===== src/rtl/rr_arbiter4.sv =====
// Four-requester round-robin arbiter with registered one-hot grants held until release.
// Optional forced release after MAX_HOLD cycles is enabled by defining ARB_TIMEOUT_EN.
module rr_arbiter4 #(
    parameter int MAX_HOLD = 8,
    parameter int CNT_W    = 8
) (
    input  logic       clk,
    input  logic       reset,
    input  logic [3:0] req,
    output logic [3:0] gnt,
    output logic [1:0] gnt_id,
    output logic       busy,
    output logic       timeout
);

    typedef enum logic [0:0] {
        ST_IDLE  = 1'b0,
        ST_GRANT = 1'b1
    } state_t;

    state_t     state_q;
    logic [1:0] ptr_q;
    logic [3:0] gnt_q;
    logic [1:0] gnt_id_q;
    logic       busy_q;
    logic       timeout_q;
`ifdef ARB_TIMEOUT_EN
    logic [CNT_W-1:0] hold_q;
`endif

    logic [3:0] rot_s;
    logic [1:0] off_s;
    logic [1:0] pick_s;
    logic       pick_vld_s;

    if ((MAX_HOLD < 2) || (MAX_HOLD > 255) || ((64'd1 << CNT_W) <= 64'(MAX_HOLD))) begin : g_param_check
        $error("rr_arbiter4: MAX_HOLD must be 2..255 and fit in CNT_W bits");
    end

    // Rotate requests so the pointer position is bit 0, then take the lowest set bit.
    always_comb begin
        rot_s = 4'b0000;
        for (int k = 0; k < 4; k++) begin
            rot_s[k] = req[2'(ptr_q + 2'(k))];
        end
        if (rot_s[0]) begin
            off_s = 2'd0;
        end else if (rot_s[1]) begin
            off_s = 2'd1;
        end else if (rot_s[2]) begin
            off_s = 2'd2;
        end else begin
            off_s = 2'd3;
        end
        pick_s     = ptr_q + off_s;
        pick_vld_s = |req;
    end

    // Arbitration FSM; all outputs are registered here.
    always_ff @(posedge clk or posedge reset) begin
        if (reset) begin
            state_q   <= ST_IDLE;
            ptr_q     <= 2'b00;
            gnt_q     <= 4'b0000;
            gnt_id_q  <= 2'b00;
            busy_q    <= 1'b0;
            timeout_q <= 1'b0;
`ifdef ARB_TIMEOUT_EN
            hold_q    <= '0;
`endif
        end else begin
            timeout_q <= 1'b0;
            case (state_q)
                ST_IDLE: begin
                    if (pick_vld_s) begin
                        state_q  <= ST_GRANT;
                        gnt_q    <= 4'b0001 << pick_s;
                        gnt_id_q <= pick_s;
                        busy_q   <= 1'b1;
`ifdef ARB_TIMEOUT_EN
                        hold_q   <= '0;
`endif
                    end
                end
                ST_GRANT: begin
                    // A req drop wins over a simultaneous timeout: plain release, no pulse.
                    if (!req[gnt_id_q]) begin
                        state_q <= ST_IDLE;
                        gnt_q   <= 4'b0000;
                        busy_q  <= 1'b0;
                        ptr_q   <= gnt_id_q + 2'd1;
`ifdef ARB_TIMEOUT_EN
                    end else if (hold_q == CNT_W'(MAX_HOLD - 1)) begin
                        state_q   <= ST_IDLE;
                        gnt_q     <= 4'b0000;
                        busy_q    <= 1'b0;
                        ptr_q     <= gnt_id_q + 2'd1;
                        timeout_q <= 1'b1;
                    end else begin
                        hold_q <= hold_q + CNT_W'(1);
`endif
                    end
                end
                default: begin
                    state_q <= ST_IDLE;
                    gnt_q   <= 4'b0000;
                    busy_q  <= 1'b0;
                end
            endcase
        end
    end

    assign gnt     = gnt_q;
    assign gnt_id  = gnt_id_q;
    assign busy    = busy_q;
    assign timeout = timeout_q;

endmodule


===== config.mk =====
export PLATFORM = sky130hd
export DESIGN_NAME = rr_arbiter4
export DESIGN_NICKNAME = d
export VERILOG_FILES = /design/src/rtl/rr_arbiter4.sv
export SDC_FILE = /design/constraint.sdc
export NUM_CORES = 1
export LEC_CHECK = 0
export CAP_MARGIN = 5
export CORE_MARGIN = 1.5
export CORE_UTILIZATION = 35
export CTS_CLUSTER_SIZE = 20
export DETAILED_ROUTE_END_ITERATION = 12
export MAX_ROUTING_LAYER = met4
export PLACE_DENSITY = 0.68
export RECOVER_POWER = 100
export REMOVE_ABC_BUFFERS = 1
export SKIP_CTS_REPAIR_TIMING = 1
export SYNTH_ARGS = -nofsm -noshare
export SYNTH_HDL_FRONTEND = slang
export SYNTH_SLANG_ARGS = --single-unit

===== constraint.sdc =====
create_clock -name clk -period 2.1 [get_ports clk]
set_input_delay 0.21 -clock clk [delete_from_list [all_inputs] [get_ports clk]]
set_output_delay 0.21 -clock clk [all_outputs]
set_load 0.1 [all_outputs]

== Yosys cells after proc, flatten, opt, wreduce, memory -nomap -nowiden ==
Index checks and enable logic that the tools add are counted.

* Register bits after elaboration: 10
* Bits of input ports: 6
* Output and inout port bits: 8
* Word-level logic and storage cells: 42

* Add/subtract/negate cells: 4
* Magnitude comparators: 4
* Equal/unequal tests: 2
* Shifts and indexed selects: 1
* Muxes and demuxes: 20
* Bitwise operators: 2
* Reduce and logical (&&, ||, !) cells: 4

{| class="wikitable"
|+ Operators with widths
! cell !! number
|-
| $lt 2x3->1 const B || 4
|-
| $mux 1 || 9
|-
| $bmux 1 s2 || 4
|-
| $mux 4 || 2
|-
| $pmux 4 s2 || 1
|-
| $reduce_and 2->1 || 3
|-
| $add 2x1->2 const B || 2
|-
| $mux 2 || 2
|-
| $ne 2x2->1 const B || 2
|-
| $pmux 1 s2 || 2
|-
| $reduce_or 4->1 || 1
|-
| $shl 1x2->4 const A || 1
|-
| $add 2x2->2 || 1
|-
| $add 2x2->2 const B || 1
|-
| $not 1->1 || 2
|}

== Longest topological paths before layout ==
* Depth in word-level cells: 10
* Depth in mapped cells: 9
* Mapped depth without buffers: 8

== Least setup slack after synthesis ==
No wires, ideal clock.

* Kind: flip-flop to flip-flop
* Start: register gnt_id_q[0] (netlist: gnt_id[0])
* End: register gnt_q[1] (netlist: gnt[1])
* Library setup time: 120 ps
* Arrival: 2183 ps
* Data required time: 1980 ps
* Setup slack: -202 ps
* Cell stages (with the launch flop): 6
* Path buffers: 1
* Period minus slack after synthesis: 2302 ps
* Cell sequence: dfrtp_1 mux4_2 nand2b_4 buf_6 and3_4 a31o_1

* Longest elaborated chain between the ends: 4

{| class="wikitable"
|+ Ends and longest elaborated chain
! element !! line !! source
|-
| start, declared || 24 || <nowiki>logic [1:0] gnt_id_q;</nowiki>
|-
| start signal, assigned || 78 || <nowiki>gnt_id_q <= pick_s;</nowiki>
|-
| $bmux 1 s2 || 87 || <nowiki>if (!req[gnt_id_q]) begin</nowiki>
|-
| $mux 1 (not written as such) || 87 ||
|-
| $ne 2x2->1 (no line) || - ||
|-
| $reduce_and 2->1 (no line) || - ||
|-
| end signal, assigned || 77 || <nowiki>gnt_q <= 4'b0001 << pick_s;</nowiki>
|-
| end, declared || 23 || <nowiki>logic [3:0] gnt_q;</nowiki>
|}

Every way passes these cells. The select of a mux whose other input is x is not followed.
A chain may end at the register's enable or synchronous reset.

== Worst setup path in the final report ==
* Start: input req[0]
* End: register gnt_q[1] (netlist: gnt[1])

* Longest elaborated chain between the ends: 9
* Elaborated cells between the ends (all ways): 19
* Classes of those cells: add/sub (1); eq/ne (2); shift (1); mux (13); reduce/logical (2)

{| class="wikitable"
|+ Ends and longest elaborated chain
! element !! line !! source
|-
| start, declared || 9 || <nowiki>input logic [3:0] req,</nowiki>
|-
| $bmux 1 s2 || 44 || <nowiki>rot_s[k] = req[2'(ptr_q + 2'(k))];</nowiki>
|-
| $mux 1 (not written as such) || 44 ||
|-
| $mux 1 || 50 || <nowiki>end else if (rot_s[2]) begin</nowiki>
|-
| $mux 2 || 48 || <nowiki>end else if (rot_s[1]) begin</nowiki>
|-
| $mux 2 || 46 || <nowiki>if (rot_s[0]) begin</nowiki>
|-
| $add 2x2->2 || 55 || <nowiki>pick_s = ptr_q + off_s;</nowiki>
|-
| $shl 1x2->4 || 77 ||
|-
| $mux 4 || 75 || <nowiki>if (pick_vld_s) begin</nowiki>
|-
| $pmux 4 s2 || 73 || <nowiki>case (state_q)</nowiki>
|}

Several ways; a longest one is shown, not always the timed one. The select of a mux whose other input is x is not followed.

==> metrics.md <==
| Metric | Value |
|---|---|
| Vias in the first global route | `487` |
| Worst min path class | `in2async` |
| Most frequent cells in the layout | `nand2_1 (10), dfrtp_1 (9), buf_4 (9)` |
| Routability cong. | `0.8566` |
| Sequential element share of the synthesized area | `40.82%` |
| Crit-path cells | `dlygate4sd3_1 -> buf_4 -> mux4_2 -> nand2b_1 -> and3_4 -> a31o_1` |
| Share of cells above drive strength 1 | `23.81%` |
| Number of synthesized flops with an enable pin | `0` |
| First-pass GRT wire length | `2014 microns` |
| Height of the die | `44.86 microns` |
| Prevailing post-synth register cell | `dfrtp_1` |
| Total CTS buffers | `3` |
| Status | `complete, no violations` |
| Fmax | `499.5 MHz` |
| RSZ-0062 raised after global routing | `no` |
| All-layer global routing usage | `14.26%` |
| Vias | `533` |
| Asr flop ratio synth | `100.0%` |
| CTS clk-pin slew, worst paths | `0.06 ns` |
| Synth Warn # | `0` |
| CTS tree | `yes` |
| CTS HTree Levels | `1` |
| Clk sinks | `10` |
| Crit path max-delay family | `buffers and inverters` |
| Die Wd | `44.86 microns` |
| Rel. slew slack | `22.93%` |
| Crit Path Class | `in2reg` |
| Worst path arrival time | `2.15 ns` |
| Starting Density | `38.89%` |
| Fin. max-slew vios | `0` |
| Nets | `93` |
| Mapped Area | `613.1 sq um` |
| Clock latency on the worst-skew pair | `0.26 ns` |
| Max clock buf depth | `2` |
| Antenna diodes | `0` |
| Setup-failing EPs final | `0` |
| Largest net degree at the start of global routing | `11` |
| #FFs+latches synth | `10` |
| Clock Skew | `0.001105 ns` |
| DRC | `0` |
| Post-DRT Antenna Nets | `0` |
| CORE AREA | `1577 sq um` |
| Slew @ Worst Pin | `1.161 ns` |
| Syn_area_per_cell | `9.432 sq um` |
| Fillers | `156` |
| Setup TNS | `0 ns` |
| # port buffers | `12` |
| Dpl hpwl | `924.5 microns` |
| Total grt overflow | `0` |
| Starting DRT DRC Count | `9` |
| Critical Path RT | `2.25 ns` |
| Clock root cell | `clkbuf_4` |
| Critical Path Source Type | `input port` |
| Final Hold Vio Count | `0` |
| CP max stage cell | `dlygate4sd3_1` |
| TritonRoute pass-1 iters | `4` |
| Final wirelength | `1217 microns` |
| Routed length per instance | `12.17 microns` |
| Finished Core Util | `48.81%` |
| Gate Count Post-Synth | `65` |
| # Max-Cap Violations | `0` |
| Worst-path fanout max | `9` |
| I/O pin cnt | `14` |
| Commonest non-fill, non-tap cell in the layout | `nand2_1` |
| WP buf/inv | `2` |
| Endpoint class of the critical path | `flop` |
| Synth-to-layout area growth | `25.51%` |
| Hold WS | `0.3605 ns` |
| Cell Rows | `14` |
| Period utilization | `95.34%` |
| Die area | `2012 sq um` |
| Post-synth cell types | `33` |
| Vias per cell | `5.330` |
| Initial antenna violation count | `0` |
| Slowest stage delay, CP | `0.59 ns` |
| Min Tclk post-route | `2.002 ns` |
## registers in the layout, summed over array words and instances (netlist names)
signal	cells
gnt	4
state_q	1
ptr_q	2
busy	1
gnt_id	2
## metrics by stage
step | setup slack, ns | cells | area [sq um]
floorplan | -0.1241 | 60 | 581.8
CTS | 0.03061 | 100 | 794.5
finish | 0.09785 | 100 | 769.5
detailed placement | -0.1783 | 97 | 772.0
global route | 0.01346 | 100 | 769.5
global placement | -0.1312 | 97 | 772.0
## cells in the mapped netlist (2+ instances only)
| library cell | count | share of area [%] |
|---|---|---|
| a21oi_1 | 3 | 2.4 |
| nand2_1 | 10 | 6.1 |
| nor4b_1 | 2 | 2.9 |
| nor3b_1 | 2 | 2.4 |
| nor2_1 | 3 | 1.8 |
| nand3_1 | 2 | 1.6 |
| dfrtp_1 | 10 | 41 |
| inv_1 | 2 | 1.2 |
| or3_1 | 2 | 2.0 |
| clkbuf_1 | 2 | 1.2 |
| o21ai_0 | 5 | 4.1 |
## area by class of cell
cell class / instances / area, sq um / area share [%]
inverter: 2 / 7.507 / 0.9756
tap: 16 / 20.02 / 2.602
clock buffer: 3 / 22.52 / 2.927
sequential: 10 / 251.5 / 32.68
timing repair buffer: 21 / 145.1 / 18.86
multi-input combinational: 48 / 322.8 / 41.95
## final timing paths
kind / slack (ns) / from / cells past startpoint / end
worst max register to register: 0.16 / ptr_q[1] / 9 / gnt[1]
min in group clk: 0.49 / busy / 1 / busy
worst min register to register: 0.49 / busy / 1 / busy
worst min-delay path: 0.36 / reset / 2 / busy
max in group asynchronous: 1.45 / reset / 2 / ptr_q[1]
worst max-delay path: 0.1 / req[0] / 6 / gnt[1]
## layer usage
| layer | wire length [microns] | global-route usage (%) | up-vias | part of all wire, % |
|---|---|---|---|---|
| li1 | - | - | 272 | - |
| met1 | 584 | 18.37 | 242 | 48 |
| met2 | 556 | 21.74 | 17 | 46 |
| met3 | 67 | 1.200 | 2 | 5.5 |
| met4 | 8 | 8.824 | 0 | 0.66 |
| met5 | 0 | - | - | 0 |
## cell families (layout without fill, tap and decap cells)
| kind of cell | Yosys count | in the layout | synth area share (%) |
|---|---|---|---|
| compound gates | 16 | 16 | 19.18 |
| xor+xnor | 1 | 1 | 1.429 |
| fa+ha+maj | 1 | 1 | 2.040 |
| buf+inv | 7 | 26 | 6.327 |
| flops | 10 | 10 | 40.82 |
| mux | 1 | 1 | 3.673 |
| other cells | 1 | 1 | 0.6117 |
| simple gates | 28 | 28 | 25.92 |
Power is not shown: default switching activity piles up to over one toggle a cycle in this logic, so the estimate is an artifact.
